<file path="src/rtl/updown_sweep_ctrl_if.sv">
// Host-side control and status bundle for the up/down sweep sequencer.
// The host drives master; the sequencer sits on slave.
interface updown_sweep_ctrl_if #(
    parameter int N = 4,
    parameter int P = 4
);
    logic         start;
    logic         stop;
    logic         pause;
    logic [1:0]   mode;
    logic [N-1:0] lo;
    logic [N-1:0] hi;
    logic [P-1:0] passes;
    logic [N-1:0] q;
    logic         updown;
    logic         busy;
    logic         done;
    logic         err;

    modport master (
        output start, stop, pause, mode, lo, hi, passes,
        input  q, updown, busy, done, err
    );

    modport slave (
        input  start, stop, pause, mode, lo, hi, passes,
        output q, updown, busy, done, err
    );
endinterface

</file>
<file path="src/rtl/updown_sweep_ctrl.sv">
// Up/down sweep sequencer: owns the count register and walks it between
// latched bounds in single, counted ping-pong or continuous ping-pong modes.
//
// state | meaning
// ------+-----------------------------------------------
// IDLE  | waiting for start; q and updown hold
// UP    | stepping q toward hi, one value per edge
// DOWN  | stepping q toward lo, one value per edge
module updown_sweep_ctrl #(
    parameter int N = 4,
    parameter int P = 4
) (
    input  logic clk,
    input  logic clr,
    updown_sweep_ctrl_if.slave bus
);
    typedef enum logic [1:0] {
        IDLE = 2'd0,
        UP   = 2'd1,
        DOWN = 2'd2
    } state_t;

    localparam logic [1:0]   M_UP    = 2'b00;
    localparam logic [1:0]   M_DOWN  = 2'b01;
    localparam logic [1:0]   M_COUNT = 2'b10;
    localparam logic [N-1:0] ONE_N   = {{(N-1){1'b0}}, 1'b1};
    localparam logic [P-1:0] ONE_P   = {{(P-1){1'b0}}, 1'b1};

    state_t       state, state_n;
    logic [N-1:0] q_r, q_n;
    logic         updown_r, updown_n;
    logic         busy_r, busy_n;
    logic         done_r, done_n;
    logic         err_r, err_n;
    logic [P-1:0] pass_cnt, pass_cnt_n;
    logic [N-1:0] lo_s, lo_s_n;
    logic [N-1:0] hi_s, hi_s_n;
    logic [1:0]   mode_s, mode_s_n;
    logic [P-1:0] passes_s, passes_s_n;

    logic [P-1:0] pass_plus;
    logic [P-1:0] pass_sat;
    logic         last_pass;
    logic         illegal;

    assign pass_plus = pass_cnt + ONE_P;
    // Continuous mode keeps counting half-sweeps, so hold at all-ones.
    assign pass_sat  = (pass_cnt == '1) ? pass_cnt : pass_plus;
    assign last_pass = (mode_s == M_COUNT) && (pass_plus == passes_s);
    assign illegal   = (bus.lo >= bus.hi) ||
                       ((bus.mode == M_COUNT) && (bus.passes == '0));

    always_ff @(posedge clk or posedge clr) begin
        if (clr) begin
            state    <= IDLE;
            q_r      <= '0;
            updown_r <= 1'b1;
            busy_r   <= 1'b0;
            done_r   <= 1'b0;
            err_r    <= 1'b0;
            pass_cnt <= '0;
            lo_s     <= '0;
            hi_s     <= '0;
            mode_s   <= '0;
            passes_s <= '0;
        end else begin
            state    <= state_n;
            q_r      <= q_n;
            updown_r <= updown_n;
            busy_r   <= busy_n;
            done_r   <= done_n;
            err_r    <= err_n;
            pass_cnt <= pass_cnt_n;
            lo_s     <= lo_s_n;
            hi_s     <= hi_s_n;
            mode_s   <= mode_s_n;
            passes_s <= passes_s_n;
        end
    end

    always_comb begin
        state_n    = state;
        q_n        = q_r;
        updown_n   = updown_r;
        busy_n     = busy_r;
        done_n     = 1'b0;
        err_n      = 1'b0;
        pass_cnt_n = pass_cnt;
        lo_s_n     = lo_s;
        hi_s_n     = hi_s;
        mode_s_n   = mode_s;
        passes_s_n = passes_s;

        case (state)
            IDLE: begin
                if (bus.start) begin
                    lo_s_n     = bus.lo;
                    hi_s_n     = bus.hi;
                    mode_s_n   = bus.mode;
                    passes_s_n = bus.passes;
                    if (illegal) begin
                        err_n = 1'b1;
                    end else begin
                        busy_n     = 1'b1;
                        pass_cnt_n = '0;
                        if (bus.mode == M_DOWN) begin
                            q_n      = bus.hi;
                            updown_n = 1'b0;
                            state_n  = DOWN;
                        end else begin
                            q_n      = bus.lo;
                            updown_n = 1'b1;
                            state_n  = UP;
                        end
                    end
                end
            end

            UP: begin
                if (bus.stop) begin
                    state_n = IDLE;
                    busy_n  = 1'b0;
                end else if (!bus.pause) begin
                    if (q_r != hi_s) begin
                        q_n = q_r + ONE_N;
                    end else begin
                        pass_cnt_n = pass_sat;
                        if ((mode_s == M_UP) || last_pass) begin
                            state_n = IDLE;
                            busy_n  = 1'b0;
                            done_n  = 1'b1;
                        end else begin
                            // Bound was already shown this cycle, so skip the dwell.
                            state_n  = DOWN;
                            updown_n = 1'b0;
                            q_n      = hi_s - ONE_N;
                        end
                    end
                end
            end

            DOWN: begin
                if (bus.stop) begin
                    state_n = IDLE;
                    busy_n  = 1'b0;
                end else if (!bus.pause) begin
                    if (q_r != lo_s) begin
                        q_n = q_r - ONE_N;
                    end else begin
                        pass_cnt_n = pass_sat;
                        if ((mode_s == M_DOWN) || last_pass) begin
                            state_n = IDLE;
                            busy_n  = 1'b0;
                            done_n  = 1'b1;
                        end else begin
                            state_n  = UP;
                            updown_n = 1'b1;
                            q_n      = lo_s + ONE_N;
                        end
                    end
                end
            end

            default: begin
                state_n = IDLE;
                busy_n  = 1'b0;
            end
        endcase
    end

    assign bus.q      = q_r;
    assign bus.updown = updown_r;
    assign bus.busy   = busy_r;
    assign bus.done   = done_r;
    assign bus.err    = err_r;
endmodule

</file>
<file path="src/flat_wrapper.sv">
// flat-port wrapper written by rule: the top's interface ports become plain ports
module updown_sweep_ctrl_flat 
#(
    parameter int N = 4,
    parameter int P = 4
)
  (clk, clr, bus_start, bus_stop, bus_pause, bus_mode, bus_lo, bus_hi, bus_passes, bus_q, bus_updown, bus_busy, bus_done, bus_err);
  updown_sweep_ctrl_if #(.N(N), .P(P)) bus_i ();
  input  logic clk;
  input  logic clr;
  input wire logic [$bits(bus_i.start)-1:0] bus_start;
  input wire logic [$bits(bus_i.stop)-1:0] bus_stop;
  input wire logic [$bits(bus_i.pause)-1:0] bus_pause;
  input wire logic [$bits(bus_i.mode)-1:0] bus_mode;
  input wire logic [$bits(bus_i.lo)-1:0] bus_lo;
  input wire logic [$bits(bus_i.hi)-1:0] bus_hi;
  input wire logic [$bits(bus_i.passes)-1:0] bus_passes;
  output wire logic [$bits(bus_i.q)-1:0] bus_q;
  output wire logic [$bits(bus_i.updown)-1:0] bus_updown;
  output wire logic [$bits(bus_i.busy)-1:0] bus_busy;
  output wire logic [$bits(bus_i.done)-1:0] bus_done;
  output wire logic [$bits(bus_i.err)-1:0] bus_err;
  assign bus_i.start = bus_start;
  assign bus_i.stop = bus_stop;
  assign bus_i.pause = bus_pause;
  assign bus_i.mode = bus_mode;
  assign bus_i.lo = bus_lo;
  assign bus_i.hi = bus_hi;
  assign bus_i.passes = bus_passes;
  assign bus_q = bus_i.q;
  assign bus_updown = bus_i.updown;
  assign bus_busy = bus_i.busy;
  assign bus_done = bus_i.done;
  assign bus_err = bus_i.err;
  updown_sweep_ctrl #(.N(N), .P(P)) u_core (.clk(clk), .clr(clr), .bus(bus_i));
endmodule
</file>
<file path="config.mk">
export PLATFORM = sky130hd
export DESIGN_NAME = updown_sweep_ctrl_flat
export DESIGN_NICKNAME = d
export VERILOG_FILES = /design/src/rtl/updown_sweep_ctrl_if.sv /design/src/rtl/updown_sweep_ctrl.sv /design/src/flat_wrapper.sv
export SDC_FILE = /design/constraint.sdc
export NUM_CORES = 1
export LEC_CHECK = 0
export CORE_AREA = 5 5 82 84
export DETAILED_ROUTE_END_ITERATION = 7
export DIE_AREA = 0 0 87 89
export REMOVE_ABC_BUFFERS = 1
export SETUP_SLACK_MARGIN = 0.1
export SLEW_MARGIN = 20
export SYNTH_ARGS = -nofsm -noshare
export SYNTH_HDL_FRONTEND = slang
export SYNTH_SLANG_ARGS = --single-unit
</file>
<file path="constraint.sdc">
create_clock -name clk -period 5.43 [get_ports clk]
set_input_delay 0.543 -clock clk [delete_from_list [all_inputs] [get_ports clk]]
set_output_delay 0.543 -clock clk [all_outputs]
set_load 0.05 [all_outputs]
</file>
==> impl_metrics.tcl <==
set metrics [dict create \
    drc 0 \
    setup_violations 0 \
    cp.required_ns 5.65 \
    power_density_nw_per_um2 592 \
    tightestPinTransition_ns 0.852 \
    synth_seq_cells 28 \
    globalplace.congestion 0.770 \
    path_clk_slew_ns 0.10 \
    synth_mux_area_share_pct 10.6 \
    swShare_pct 45.6 \
    post_cts_buffers 0 \
    period_share_pct 50.0 \
    clkLatencyLatePin_ns 0.28 \
    ant_nets 0 \
    vias 1502 \
    diodes 0 \
    cts_buffer_depth 2 \
    seqPwrFrac_pct 31.1 \
    grt_usage_pct 11.7 \
    synth_fa_ha_area_share_pct 8.16 \
    hold_viol_final 0 \
    fp.coreArea_um2 5850 \
    outcome "finished clean" \
    routed_via_density 5.04 \
    critical_path.top_delay_family "compound AO/OA/AOI/OAI gates" \
    synth_cell_type_count 46 \
    ys_seq_area_share_pct 35.2 \
    hpwl_mm 3.27 \
    final_area_um2 2340 \
    whs_ns 0.503 \
    final-max-slew-violation-count 0 \
    postSynthCellCount 204 \
    synth_top_family_by_area "compound AO/OA/AOI/OAI gates" \
    synthArstFlopShare_pct 100 \
    cp.arrival_ns 2.93 \
    io_pins 27 \
    pwr-share-comb_pct 59.2 \
    cts_made_buffers 3 \
    register_area_um2 702 \
    synth_edf_count 0 \
    initial_core_util_pct 34.1 \
    critPathSlowestCell "a211oi_4" \
    cp-startpoint "bus_lo[0]" \
    cts_tree "yes" \
    yosys_most_used_dff "dfrtp_1" \
    critPathBufInv 2 \
    synth-simple-area-share_pct 13.7 \
    p_clk_share_pct 9.8 \
    internal-power_mw 0.753 \
    grt_pass1_wl_mm 7.18 \
    placed_area_um2 2280 \
    wl_mm 4.29 \
    dieArea_um2 7740 \
    cts_root_buffer "clkbuf_8" \
    area_delta_synth_final_pct 17.2 \
    antenna_found_initial 0 \
    cp_max_fo 9 \
    max_slew_margin_pct 43.1 \
    crit_path_max_incr_delay_ns 0.47 \
    fillers 578 \
    skew_ns 0.00596 \
    drive_above_1_share_pct 11.2 \
    synth_area_um2 1990 \
    globalRouteOverflowTotal 0 \
    rsz0062_at_grt "false" \
    drtPass1Iterations 4 \
    die_height_um 89 \
    fmax_mhz 368 \
    synth-compound-area-share_pct 16.9 \
    syn_avg_cell_area_um2 9.78 \
    postCtsHoldBufs 0 \
    cts.repair.resized 0 \
    crit_path_end "u_core.bus.updown$_DFFE_PP1P_" \
    clock_sinks 28 \
    drt_iter0_drc 85 \
    reg2reg_depth 7 \
    cp_num_cells 9 \
    finalCriticalPeriod_ns 2.72 \
    worstReg2RegEnd "u_core.bus.q[2]$_DFFE_PP0P_" \
    min_path_type "reg -> reg" \
    worstSetupEndpointType "flip-flop" \
    yosys_warnings 0 \
    htree_levels 1 \
    worstPathCellList "clkdlybuf4s50_1 > inv_1 > ha_1 > nand2b_1 > a211oi_1 > o211ai_1 > a211oi_4 > nand3_2 > mux2_4" \
    maxCapViolCount 0 \
    crit_path_start_kind "input port" \
    timing_worst_setup_path_type "in -> reg" \
    peakVddDrop_mv 0.200 \
    die_w_um 87 \
    nNetsFinal 256 \
    worstReg2RegStart "u_core.pass_cnt[0]$_DFFE_PP0P_" \
    tns_ns 0 \
    r2r_setup_slack_ns 2.86 \
    finish.utilization_pct 39.9 \
    io_buffers 26 \
    p_sw_mw 0.632 \
    first_global_vias 1453 \
    multi_input_area_um2 1180 \
    grt_start_max_net_pins 29 \
    leakage_nw 0.955 \
    routedWlPerCell_um 14.4 \
    rows 28 \
    synth_xor_area_share_pct 9.66 \
    power_mw 1.38 \
]
## layer usage
metal / global-route usage, % / part of all wire (%) / up-vias
li1: - / - / 763
met1: 17.2 / 52 / 711
met2: 17.3 / 43 / 23
met3: 1.01 / 2.8 / 5
met4: 5.52 / 2.0 / 0
met5: 0 / 0 / -
## logic make-up (layout without fill, tap and decap cells)
group / count (synthesis) / after routing
xor gates and xnor gates: 22 / 22
and+or+nand+nor: 50 / 50
DFF: 28 / 28
AOI/OAI and AO/OA: 48 / 48
muxes: 19 / 19
adders and majority gates: 13 / 13
buffers and inverters: 24 / 43
## cells in the final DEF (no fill, tap or decap), drive strengths merged, types with 6 or more instances in the layout
| cell | Yosys | final |
|---|---|---|
| dfrtp | 27 | 27 |
| clkdlybuf4s50 | 0 | 26 |
| xnor2 | 18 | 18 |
| nand2 | 14 | 14 |
| mux2 | 14 | 14 |
| ha | 13 | 13 |
| o21ai | 13 | 13 |
| inv | 13 | 13 |
| nor2 | 9 | 9 |
| a21oi | 8 | 8 |
| nor2b | 6 | 6 |
| a211oi | 6 | 6 |
## stage by stage
stage,std cells,setup WS (ns)
final,298,2.71
after global placement,294,2.43
after global routing,298,2.60
after CTS,298,2.71
after floorplan,193,3.05
after detailed placement,294,2.41
## synth_stat cells, types with 2 or more instances
cell      number  share of area, %
a31oi_1        2              0.63
inv_1         13               2.4
nand4b_1       2              0.88
o211ai_1       4               1.5
dfrtp_1       27                34
a211oi_1       5               1.9
xor2_1         4               1.8
nand2b_1       5               1.6
mux2_2        11               6.2
mux2_1         2               1.1
clkbuf_1       6               1.1
o22ai_1        3              0.94
mux2i_1        5               2.5
ha_1          13               8.2
a22oi_1        2              0.75
nand2_1       14               2.6
o21ai_0       12               3.0
xnor2_1       18               7.9
buf_6          3               1.7
nor3_1         2              0.50
nand4_2        2               1.3
nand3_1        4               1.0
buf_2          2              0.50
a21oi_1        8               2.0
nor2b_1        6               1.9
nor2_1         9               1.7
## flip-flops by register name, summed over array words and instances, names as in the netlist
register           cells
u_core.bus.q           4
u_core.hi_s            4
u_core.lo_s            4
u_core.pass_cnt        4
u_core.passes_s        4
u_core.mode_s          2
u_core.state           2
u_core.bus.busy        1
u_core.bus.done        1
u_core.bus.err         1
u_core.bus.updown      1
## power groups by stage
stage / clock network, mW / logic (mW) / registers (mW)
2_1_floorplan: 0 / 0.571 / 0.488
3_3_place_gp: 0 / 0.819 / 0.435
3_5_place_dp: 0 / 0.824 / 0.436
4_1_cts: 0.140 / 0.828 / 0.431
5_1_grt: 0.145 / 0.911 / 0.448
6_report: 0.135 / 0.819 / 0.430
## area by class of cell
type	instances	share of cell area (%)
Tap cell	75	4.01
Sequential cell	28	30.0
Inverter	13	2.09
Timing Repair Buffer	26	11.1
Multi-Input combinational cell	152	50.4
Clock buffer	4	2.36
## worst min-delay path by stage
stage                                           to  cells after the start                            from
finish                 u_core.bus.busy$_DFFE_PP0P_                      1     u_core.bus.busy$_DFFE_PP0P_
floorplan           u_core.passes_s[3]$_DFFE_PP0P_                      2  u_core.passes_s[3]$_DFFE_PP0P_
CTS                    u_core.bus.busy$_DFFE_PP0P_                      1     u_core.bus.busy$_DFFE_PP0P_
global placement       u_core.bus.busy$_DFFE_PP0P_                      1     u_core.bus.busy$_DFFE_PP0P_
detailed placement     u_core.bus.busy$_DFFE_PP0P_                      1     u_core.bus.busy$_DFFE_PP0P_
global route           u_core.bus.busy$_DFFE_PP0P_                      1     u_core.bus.busy$_DFFE_PP0P_
Note: power is estimated with default switching activity, not from simulation.
==> edit (config.mk and constraints unchanged) <==
`P` is set to 4 in 3 places; all go to 6.
--- a/src/rtl/updown_sweep_ctrl_if.sv
+++ b/src/rtl/updown_sweep_ctrl_if.sv
@@ -2,7 +2,7 @@
 // The host drives master; the sequencer sits on slave.
 interface updown_sweep_ctrl_if #(
     parameter int N = 4,
-    parameter int P = 4
+    parameter int P = 6
 );
     logic         start;
     logic         stop;
--- a/src/rtl/updown_sweep_ctrl.sv
+++ b/src/rtl/updown_sweep_ctrl.sv
@@ -8,7 +8,7 @@
 // DOWN  | stepping q toward lo, one value per edge
 module updown_sweep_ctrl #(
     parameter int N = 4,
-    parameter int P = 4
+    parameter int P = 6
 ) (
     input  logic clk,
     input  logic clr,
--- a/src/flat_wrapper.sv
+++ b/src/flat_wrapper.sv
@@ -2,7 +2,7 @@
 module updown_sweep_ctrl_flat 
 #(
     parameter int N = 4,
-    parameter int P = 4
+    parameter int P = 6
 )
   (clk, clr, bus_start, bus_stop, bus_pause, bus_mode, bus_lo, bus_hi, bus_passes, bus_q, bus_updown, bus_busy, bus_done, bus_err);
   updown_sweep_ctrl_if #(.N(N), .P(P)) bus_i ();
Interface: changed (resized bus_passes); port bits go from 27 to 29. No check against the original RTL was run, so the function may have changed too.
==> edit against the original RTL <==
Worst setup slack got worse by 80 ps. Wire length increased by 14%. Final area increased by 15%. Cell count increased by 9.7%. Sequential cell count increased by 4. Clock skew increased by 2.6 ps. Via count increased by 16%. Synthesized cell count increased by 11%. Global-route usage increased by 2.2 points. Total power increased by 15%. Combinational power increased by 7.0%. Synthesized area increased by 13%. Fmax decreased by 2.9%. Sequential power increased by 9.3%.
==> edit: results (changes against the original RTL) <==
ys_seq_area_share_pct: 35.7  # +0.54 points
place_congestion: 0.777  # +0.91%
placed_area_um2: 2560  # +12%
placed_cells: 319  # +8.5%
status: "complete, no violations"
synth_cell_type_count: 49  # +6.5%
totalWireLength_mm: 4.89  # +14%
muxShareOfSynthArea_pct: 13.4  # +2.8 points
synth-xor-area-share_pct: 8.97  # -0.69 points
htreeDepth: 2  # +1
worstHoldPathType: "reg2reg"
ir_worst_vdd_uv: 241  # +20%
crit_slowest_cell: "a211oi_4"
max_stage_delay_ps: 560  # +90 ps
dr.pass1.iters: 4  # unchanged
cts-buffers-inserted: 5  # +2
drive_gt1_share_pct: 13.9  # +2.7 points
io_buffers: 28  # +7.7%
viasPerCell: 5.32  # +5.6%
fin_cells: 327  # +9.7%
synth_commonest_cells: "dfrtp_1, inv_1, xnor2_1, nand2_1, mux2_2"
area_delta_synth_final_pct: 19.6
clk_pin_slew_ps: 70  # -30 ps
fill_cells: 549  # -5.0%
dp_slack_ps: 2340  # -70.5 ps
cts_buffer_depth: 2  # unchanged
dpl.hpwl_mm: 3.71  # +14%
grt_use_total_pct: 13.9  # +2.2 points
nets: 285  # +11%
synth_top_flop_cell: "dfrtp_1"
leakage_nw: 1.15  # +21%
rrSetupSlack_ps: 3100  # +240 ps
yosys-top-cells-area: "dfrtp_1, mux2_2, ha_1, xnor2_1, mux2i_1"
antenna_found_initial: 0  # unchanged
yosys_warnings: 0  # unchanged
worstPathArrival_ps: 2970  # +40 ps
grt_max_degree: 33  # +14%
drt_iter0_drc: 78  # -8.2%
fin_skew_ps: 8.60  # +2.64 ps
synth-compound-area-share_pct: 16.6  # -0.38 points
synthCells: 227  # +11%
cp_max_fo: 10  # +1
grt_pass1_vias: 1720  # +18%
grt_pass1_wl_mm: 8.40  # +17%
synth-adder-area-share_pct: 7.25  # -0.91 points
cp_top_family: "compound AO/OA/AOI/OAI gates"
worst_slack_ps: 2630  # -80.2 ps
relSlewSlack_pct: 44.6  # +1.6 points
edit: changes by cell type in the layout (fill, tap and decap cells not counted), moves of 4 or more:
cell     change
mux2i_1      +4
dfrtp_1      +4
mux2_2       +5
inv_1        +6
nor2b_1      -5
edit: per-stage QoR:
stage                     hold WS (ps)  total power, mW
after floorplan                    492             1.14
after global placement             501             1.34
after detailed placement           503             1.35
after CTS                          520             1.61
after global routing               542             1.73
final                              514             1.60
edit: kinds of logic after synthesis:
family	count (synthesis)
AO/OA/AOI/OAI	52
flip-flops	32
XOR/XNOR	23
adder cells (fa/ha/maj)	13
AND/OR/NAND/NOR	50
buffers and inverters	30
multiplexers	27
edit: power by group:
part           internal [mW]  switching (mW)  leakage (nW)
clock network          0.162          0.0906        0.0645
logic                  0.415           0.462         0.694
registers              0.342           0.128         0.396
edit: cell type report:
cell class              instances  share of cell area [%]
clock buffers                   7                    3.59
clock inverters                 1                    1.12
inverters                      18                    2.52
multi-input cells             165                    48.7
flip-flops and latches         32                    29.9
well taps                      75                    3.50
repair buffers                 29                    10.7
edit: worst paths after layout:
path	startpoint	cells past startpoint	endpoint
worst max-delay path	bus_lo[0]	9	u_core.pass_cnt[0]
worst min-delay path	u_core.bus.busy	1	u_core.bus.busy
worst max register to register	u_core.pass_cnt[0]	7	u_core.bus.q[0]
worst min register to register	u_core.bus.busy	1	u_core.bus.busy
max in group asynchronous	clr	3	u_core.bus.updown
min in group asynchronous	clr	3	u_core.passes_s[3]
edit: routing by layer:
metal  vias up  GRT usage [%]  part of all wire (%)
li1        857              -                     -
met1       822           19.6                    49
met2        55           21.2                    45
met3         7           3.04                   5.4
met4         0           4.67                   1.2
met5         -              0                     0
